<file path="config.mk">
export PLATFORM = sky130hd
export DESIGN_NAME = stage_decode
export DESIGN_NICKNAME = d
export VERILOG_FILES = /design/src/rtl/decode_pkg.sv /design/src/rtl/stage_decode_regfile.sv /design/src/rtl/stage_decode.sv
export SDC_FILE = /design/constraint.sdc
export NUM_CORES = 2
export LEC_CHECK = 0
export CELL_PAD_IN_SITES_DETAIL_PLACEMENT = 0
export CELL_PAD_IN_SITES_GLOBAL_PLACEMENT = 1
export CORE_AREA = 2 2 392 394
export CTS_BUF_LIST = sky130_fd_sc_hd__clkbuf_16
export CTS_CLUSTER_DIAMETER = 50
export DETAILED_ROUTE_END_ITERATION = 10
export DIE_AREA = 0 0 394 396
export PLACE_DENSITY_LB_ADDON = 0.1
export RECOVER_POWER = 25
export SKIP_LAST_GASP = 1
export SYNTH_ARGS = -nofsm -noshare
export SYNTH_HDL_FRONTEND = slang
export SYNTH_SLANG_ARGS = --single-unit
</file>
<file path="constraint.sdc">
create_clock -name clk -period 5.3 [get_ports clk]
set_input_delay 0.795 -clock clk [delete_from_list [all_inputs] [get_ports clk]]
set_output_delay 0.795 -clock clk [all_outputs]
set_load 0.01 [all_outputs]
</file>
<file path="src/rtl/decode_pkg.sv">
// Shared types and helpers for the RV32I decode stage: opcodes, ALU/result/immediate
// selectors, the bundled control word, and the immediate/ALU-op decode functions.
package decode_pkg;

  typedef logic [6:0] opcode_t;

  localparam opcode_t OPC_OP     = 7'h33;
  localparam opcode_t OPC_OP_IMM = 7'h13;
  localparam opcode_t OPC_LOAD   = 7'h03;
  localparam opcode_t OPC_STORE  = 7'h23;
  localparam opcode_t OPC_BRANCH = 7'h63;
  localparam opcode_t OPC_JAL    = 7'h6F;
  localparam opcode_t OPC_JALR   = 7'h67;
  localparam opcode_t OPC_LUI    = 7'h37;
  localparam opcode_t OPC_AUIPC  = 7'h17;

  typedef enum logic [3:0] {
    ALU_ADD, ALU_SUB, ALU_SLL, ALU_SLT, ALU_SLTU,
    ALU_XOR, ALU_SRL, ALU_SRA, ALU_OR, ALU_AND, ALU_PASS_B
  } alu_op_t;

  typedef enum logic [1:0] {RES_ALU, RES_MEM, RES_PC4} result_src_t;

  typedef enum logic [2:0] {IMM_I, IMM_S, IMM_B, IMM_U, IMM_J, IMM_R} imm_type_t;

  typedef struct packed {
    alu_op_t     alu_op;
    logic        alu_src;
    result_src_t result_src;
    logic        reg_write;
    logic        mem_read;
    logic        mem_write;
    logic        branch;
    logic        jal;
    logic        jalr;
    logic        illegal;
  } ctrl_t;

  localparam ctrl_t CTRL_NOP = ctrl_t'('0);

  function automatic logic [31:0] gen_imm(input logic [31:0] instr, input imm_type_t kind);
    case (kind)
      IMM_I:   return {{20{instr[31]}}, instr[31:20]};
      IMM_S:   return {{20{instr[31]}}, instr[31:25], instr[11:7]};
      IMM_B:   return {{19{instr[31]}}, instr[31], instr[7], instr[30:25], instr[11:8], 1'b0};
      IMM_U:   return {instr[31:12], 12'b0};
      IMM_J:   return {{11{instr[31]}}, instr[31], instr[19:12], instr[20], instr[30:21], 1'b0};
      default: return '0;
    endcase
  endfunction

  // instr[30] selects SUB only for register-register ops; it selects SRA for both forms.
  function automatic alu_op_t arith_op(input logic [2:0] funct3, input logic alt,
                                       input logic is_reg);
    case (funct3)
      3'b000:  return (is_reg && alt) ? ALU_SUB : ALU_ADD;
      3'b001:  return ALU_SLL;
      3'b010:  return ALU_SLT;
      3'b011:  return ALU_SLTU;
      3'b100:  return ALU_XOR;
      3'b101:  return alt ? ALU_SRA : ALU_SRL;
      3'b110:  return ALU_OR;
      default: return ALU_AND;
    endcase
  endfunction

endpackage

</file>
<file path="src/rtl/stage_decode_regfile.sv">
// Architectural register file: two asynchronous read ports, one synchronous write port,
// x0 hardwired to zero, and write-first bypass so writeback data is visible in the same cycle.
module stage_decode_regfile
  import decode_pkg::*;
#(
  parameter int XLEN     = 32,
  parameter int NUM_REGS = 32,
  localparam int AW      = $clog2(NUM_REGS)
) (
  input  logic            clk,
  input  logic            rst,
  input  logic            wr_en_i,
  input  logic [AW-1:0]   wr_addr_i,
  input  logic [XLEN-1:0] wr_data_i,
  input  logic [AW-1:0]   rs1_addr_i,
  input  logic [AW-1:0]   rs2_addr_i,
  output logic [XLEN-1:0] rs1_data_o,
  output logic [XLEN-1:0] rs2_data_o
);

  logic [XLEN-1:0] regs_q [NUM_REGS];
  logic            wr_live;

  assign wr_live = wr_en_i && (wr_addr_i != '0);

  always_ff @(posedge clk) begin
    if (rst) begin
      for (int i = 0; i < NUM_REGS; i++) regs_q[i] <= '0;
    end else if (wr_live) begin
      regs_q[wr_addr_i] <= wr_data_i;
    end
  end

  always_comb begin
    rs1_data_o = '0;
    rs2_data_o = '0;
    if (rs1_addr_i != '0) rs1_data_o = (wr_live && wr_addr_i == rs1_addr_i) ? wr_data_i
                                                                           : regs_q[rs1_addr_i];
    if (rs2_addr_i != '0) rs2_data_o = (wr_live && wr_addr_i == rs2_addr_i) ? wr_data_i
                                                                           : regs_q[rs2_addr_i];
  end

endmodule

</file>
<file path="src/rtl/stage_decode.sv">
// RV32I decode stage: register-file read, immediate generation and control decode,
// all captured in the decode/execute pipeline register.
module stage_decode
  import decode_pkg::*;
#(
  parameter int XLEN     = 32,
  parameter int NUM_REGS = 32,
  localparam int RW      = $clog2(NUM_REGS)
) (
  input  logic            clk,
  input  logic            rst,
  input  logic            flush_decode,
  input  logic [31:0]     fetch_instr,
  input  logic [XLEN-1:0] fetch_instr_addr,
  input  logic [XLEN-1:0] fetch_instr_addr_plus,
  input  logic            wb_reg_write,
  input  logic [RW-1:0]   wb_rd,
  input  logic [XLEN-1:0] wb_data,
  output logic [XLEN-1:0] decode_instr_addr,
  output logic [XLEN-1:0] decode_instr_addr_plus,
  output logic [XLEN-1:0] decode_rs1_data,
  output logic [XLEN-1:0] decode_rs2_data,
  output logic [RW-1:0]   decode_rs1,
  output logic [RW-1:0]   decode_rs2,
  output logic [RW-1:0]   decode_rd,
  output logic [XLEN-1:0] decode_imm,
  output logic [2:0]      decode_funct3,
  output logic [3:0]      decode_alu_op,
  output logic            decode_alu_src,
  output logic [1:0]      decode_result_src,
  output logic            decode_reg_write,
  output logic            decode_mem_read,
  output logic            decode_mem_write,
  output logic            decode_branch,
  output logic            decode_jal,
  output logic            decode_jalr,
  output logic            decode_illegal
);

  opcode_t         opcode;
  logic [2:0]      funct3;
  logic [RW-1:0]   rs1_idx, rs2_idx, rd_idx;
  logic [XLEN-1:0] rf_rs1, rf_rs2;
  imm_type_t       imm_type;
  ctrl_t           ctrl_d, ctrl_q;
  logic [XLEN-1:0] imm_d, rs1_data_d;
  logic [XLEN-1:0] pc_q, pc4_q, rs1_data_q, rs2_data_q, imm_q;
  logic [RW-1:0]   rs1_q, rs2_q, rd_q;
  logic [2:0]      funct3_q;

  assign opcode  = fetch_instr[6:0];
  assign funct3  = fetch_instr[14:12];
  assign rd_idx  = fetch_instr[11:7];
  assign rs1_idx = fetch_instr[19:15];
  assign rs2_idx = fetch_instr[24:20];

  stage_decode_regfile #(.XLEN(XLEN), .NUM_REGS(NUM_REGS)) u_regfile (
    .clk        (clk),
    .rst        (rst),
    .wr_en_i    (wb_reg_write),
    .wr_addr_i  (wb_rd),
    .wr_data_i  (wb_data),
    .rs1_addr_i (rs1_idx),
    .rs2_addr_i (rs2_idx),
    .rs1_data_o (rf_rs1),
    .rs2_data_o (rf_rs2)
  );

  // An all-zero word is the fetch bubble, so opcode 0 falls to default without flagging illegal.
  always_comb begin
    ctrl_d   = CTRL_NOP;
    imm_type = IMM_R;
    case (opcode)
      OPC_OP: begin
        ctrl_d.reg_write = 1'b1;
        ctrl_d.alu_op    = arith_op(funct3, fetch_instr[30], 1'b1);
      end
      OPC_OP_IMM: begin
        ctrl_d.reg_write = 1'b1;
        ctrl_d.alu_src   = 1'b1;
        ctrl_d.alu_op    = arith_op(funct3, fetch_instr[30], 1'b0);
        imm_type         = IMM_I;
      end
      OPC_LOAD: begin
        ctrl_d.reg_write  = 1'b1;
        ctrl_d.mem_read   = 1'b1;
        ctrl_d.alu_src    = 1'b1;
        ctrl_d.result_src = RES_MEM;
        imm_type          = IMM_I;
      end
      OPC_STORE: begin
        ctrl_d.mem_write = 1'b1;
        ctrl_d.alu_src   = 1'b1;
        imm_type         = IMM_S;
      end
      OPC_BRANCH: begin
        ctrl_d.branch = 1'b1;
        ctrl_d.alu_op = ALU_SUB;
        imm_type      = IMM_B;
      end
      OPC_JAL: begin
        ctrl_d.jal        = 1'b1;
        ctrl_d.reg_write  = 1'b1;
        ctrl_d.result_src = RES_PC4;
        imm_type          = IMM_J;
      end
      OPC_JALR: begin
        ctrl_d.jalr       = 1'b1;
        ctrl_d.reg_write  = 1'b1;
        ctrl_d.alu_src    = 1'b1;
        ctrl_d.result_src = RES_PC4;
        imm_type          = IMM_I;
      end
      OPC_LUI: begin
        ctrl_d.reg_write = 1'b1;
        ctrl_d.alu_src   = 1'b1;
        ctrl_d.alu_op    = ALU_PASS_B;
        imm_type         = IMM_U;
      end
      OPC_AUIPC: begin
        ctrl_d.reg_write = 1'b1;
        ctrl_d.alu_src   = 1'b1;
        imm_type         = IMM_U;
      end
      default: ctrl_d.illegal = (fetch_instr != '0);
    endcase
  end

  assign imm_d = gen_imm(fetch_instr, imm_type);
  // AUIPC adds to the PC, so the PC is handed to execute as operand A.
  assign rs1_data_d = (opcode == OPC_AUIPC) ? fetch_instr_addr : rf_rs1;

  always_ff @(posedge clk) begin
    if (rst || flush_decode) begin
      pc_q       <= '0;
      pc4_q      <= '0;
      rs1_data_q <= '0;
      rs2_data_q <= '0;
      rs1_q      <= '0;
      rs2_q      <= '0;
      rd_q       <= '0;
      imm_q      <= '0;
      funct3_q   <= '0;
      ctrl_q     <= CTRL_NOP;
    end else begin
      pc_q       <= fetch_instr_addr;
      pc4_q      <= fetch_instr_addr_plus;
      rs1_data_q <= rs1_data_d;
      rs2_data_q <= rf_rs2;
      rs1_q      <= rs1_idx;
      rs2_q      <= rs2_idx;
      rd_q       <= rd_idx;
      imm_q      <= imm_d;
      funct3_q   <= funct3;
      ctrl_q     <= ctrl_d;
    end
  end

  assign decode_instr_addr      = pc_q;
  assign decode_instr_addr_plus = pc4_q;
  assign decode_rs1_data        = rs1_data_q;
  assign decode_rs2_data        = rs2_data_q;
  assign decode_rs1             = rs1_q;
  assign decode_rs2             = rs2_q;
  assign decode_rd              = rd_q;
  assign decode_imm             = imm_q;
  assign decode_funct3          = funct3_q;
  assign decode_alu_op          = ctrl_q.alu_op;
  assign decode_alu_src         = ctrl_q.alu_src;
  assign decode_result_src      = ctrl_q.result_src;
  assign decode_reg_write       = ctrl_q.reg_write;
  assign decode_mem_read        = ctrl_q.mem_read;
  assign decode_mem_write       = ctrl_q.mem_write;
  assign decode_branch          = ctrl_q.branch;
  assign decode_jal             = ctrl_q.jal;
  assign decode_jalr            = ctrl_q.jalr;
  assign decode_illegal         = ctrl_q.illegal;

endmodule
</file>
==> flow_summary.yaml <==
cts:
  cts-root-buf: "clkbuf_16"
  cts_sinks: 1216
  clockBufferDepth: 3
  hold_buffers: 0
  clk_latency_ns: 0.78
  cts.htree.levels: 4
  cts_tree: "done"
  ctsResizeCount: 0
  numCtsBuffers: 157
  clkTransAtPathRegs_ns: 0.06
  cts_setup_buffers: 0
yosys:
  avgSynthCellArea_um2: 14.3
  synth.distinct_cells: 59
  yosys.area.top_type: "edfxtp_1"
  synth_area_leaders: "edfxtp_1 51%, mux4_2 15%, and2_1 12%"
  synthCells: 4211
  synth_ff_type: "edfxtp_1"
  async_flop_share: 0
  synth_edf_count: 1024
  synth_top_area_share: 0.510
  ys_ff_latch: 1216
  syn_area_mm2: 0.0603
  yosys_warnings: 0
  yosysSeqAreaShare: 0.574
worst_hold_path:
  hp-class: "input pin to flop"
  hp-start: "fetch_instr_addr_plus[6]"
pwr:
  ir_drop_mv: 0.330
  p_leak_uw: 0.0254
  p_per_area_mw_per_mm2: 342
job:
  maxCapViolations: 13
floorplan:
  initial_core_util: 0.398
  die_w_um: 394
  rows: 143
  fp.dieH_um: 396
  ios: 329
  core_mm2: 0.152
  dieArea_mm2: 0.156
drt:
  finalWirelength_mm: 224
  first_pass_iters: 5
  routed-via-count: 39300
  routedWlPerCell_um: 33.8
  ant_nets: 0
  routed_via_density: 5.91
  drc: 0
  drtIter0Drc: 3667
timing:
  final-setup-viol-count: 0
  hold_slack_ns: 0.581
  fin_crit_sh: 0.831
  layout_min_cycle_time_ns: 4.41
  worstMarginPinSlew_ns: 2.49
  tns_ns: 0
  slew_headroom: -0.660
  rsz0062_at_grt: "false"
  hold_violations: 0
  fmax_mhz: 227
  finClkSkew_ns: 0.0203
  maxSlewViolCount: 405
layout:
  multi_input_area_mm2: 0.0241
  final_common_cell: "edfxtp_1"
  layout_common_cells: "1024 x edfxtp_1, 961 x and2_1, 403 x mux4_2"
  fin_nets: 4617
  register_area_mm2: 0.0346
  design_area_mm2: 0.0714
  final_layout_size_suffix_gt1_frac: 0.202
  area_growth_pct: 18.5
  fill_cells: 13300
worst_setup_path:
  crit_top_cell: "clkbuf_1"
  worst-setup-path-type: "input pin to flop"
  critPathCaptureType: "flop"
  path_delay_family: "buffers and inverters"
  cp_slowest_cell: "clkbuf_1"
  worstPathCellList: "dlygate4sd3_1 -> or3_1 -> nand4bb_1 -> clkbuf_1 -> nor2_4 -> clkbuf_1 -> and2_1"
  cp_max_fo: 32
  critPathLaunchType: "input pin"
  crit_required_ns: 5.93
  arrival_ns: 5.04
  cp-startpoint: "wb_rd[2]"
  critPathMaxStageDelay_ns: 1.79
  critPathBufInv: 3
  r2r-start: "u_regfile.regs_q[23][25]"
global_route:
  grt_pass1_wl_mm: 315
  grt_max_degree: 69
  track_usage: 0.286
  antenna_found_initial: 8
  grt_pass1_vias: 39900
  grt_remaining_overflow: 0
placed_design:
  placed_cell_area_mm2: 0.0663
  routabilityCongestion: 0.866
  hpwlAfterDp_mm: 147
  io_buffers: 328
run_status:
  violations: "max-capacitance violations, max-slew violations"
  status: "complete, but fails checks"
==> routing by layer <==
metal,GRT usage,wire [um],share of wire
met5,0,7,0.000031
met2,0.454,105000,0.47
met4,0.111,9230,0.041
met3,0.0542,16100,0.072
met1,0.389,94300,0.42
==> stage by stage <==
step,worst slack (ns),util,power [uW],std cells
6_report,0.894,0.471,24400,6645
5_1_grt,0.871,0.471,25100,6642
2_1_floorplan,2.57,-,12700,4242
3_5_place_dp,0.982,0.438,14000,6351
3_3_place_gp,0.969,0.438,14000,6351
4_1_cts,1.81,0.472,24600,6642
==> layout make-up <==
type | instances | share of cell area
Timing Repair Buffer | 518 | 0.0700
Inverter | 3 | 0.000158
Multi-Input combinational cell | 2584 | 0.338
Sequential cell | 1216 | 0.484
Tap cell | 2030 | 0.0356
Antenna cell | 3 | 0.000105
Clock buffer | 166 | 0.0582
Clock inverter | 125 | 0.0140
==> state kept, by name, indices dropped and copies added (netlist names), 2 cells and up <==
signal                  flops
decode_alu_op               4
decode_result_src           2
decode_instr_addr_plus     32
decode_rs2                  5
decode_imm                 32
decode_rs2_data            32
u_regfile.regs_q         1024
decode_funct3               3
decode_rs1_data            32
decode_instr_addr          32
decode_rd                   5
decode_rs1                  5
==> synth_stat cells (all sizes together), types with 2 or more instances <==
library cell	number
and2	1127
edfxtp	1024
mux4	403
clkbuf	330
mux2i	233
dfxtp	192
a22oi	143
buf	109
a21oi	84
a211oi	81
nor2	73
a22o	61
nor4	44
nand2	42
or2	34
o221ai	32
nand3	31
o22ai	31
a221o	25
o21ai	21
nand3b	9
and3	8
nor2b	8
o2bb2ai	8
xor2	8
a32o	6
nor3	6
or3	5
nor3b	4
mux2	3
nand2b	3
or3b	3
inv	2
nand4	2
nand4b	2
xnor2	2
==> power breakdown <==
| part | switching (uW) | internal (uW) | total (uW) |
|---|---|---|---|
| Combinational | 1560 | 1080 | 2630 |
| Sequential | 273 | 10900 | 11100 |
| Clock | 4300 | 6340 | 10600 |
==> kinds of logic after synthesis <==
kind of cell | after synthesis | share of synthesized area
DFF | 1216 | 0.574
AOI/OAI and AO/OA | 498 | 0.0605
xor gates and xnor gates | 10 | 0.00145
muxes | 639 | 0.190
other | 1 | 0.0000622
buffers and inverters | 442 | 0.0304
and+or+nand+nor | 1405 | 0.144
==> path summary, 6_finish.rpt <==
kind | cells past startpoint | slack (ns) | to
setup / recovery | 7 | 0.89 | u_regfile.regs_q[16][24]
hold / removal | 2 | 0.58 | decode_instr_addr_plus[6]
setup reg to reg | 5 | 2.87 | decode_rs2_data[25]
hold reg to reg | 5 | 0.86 | decode_rs2_data[9]
No activity file was read; power rests on OpenSTA's default activity.
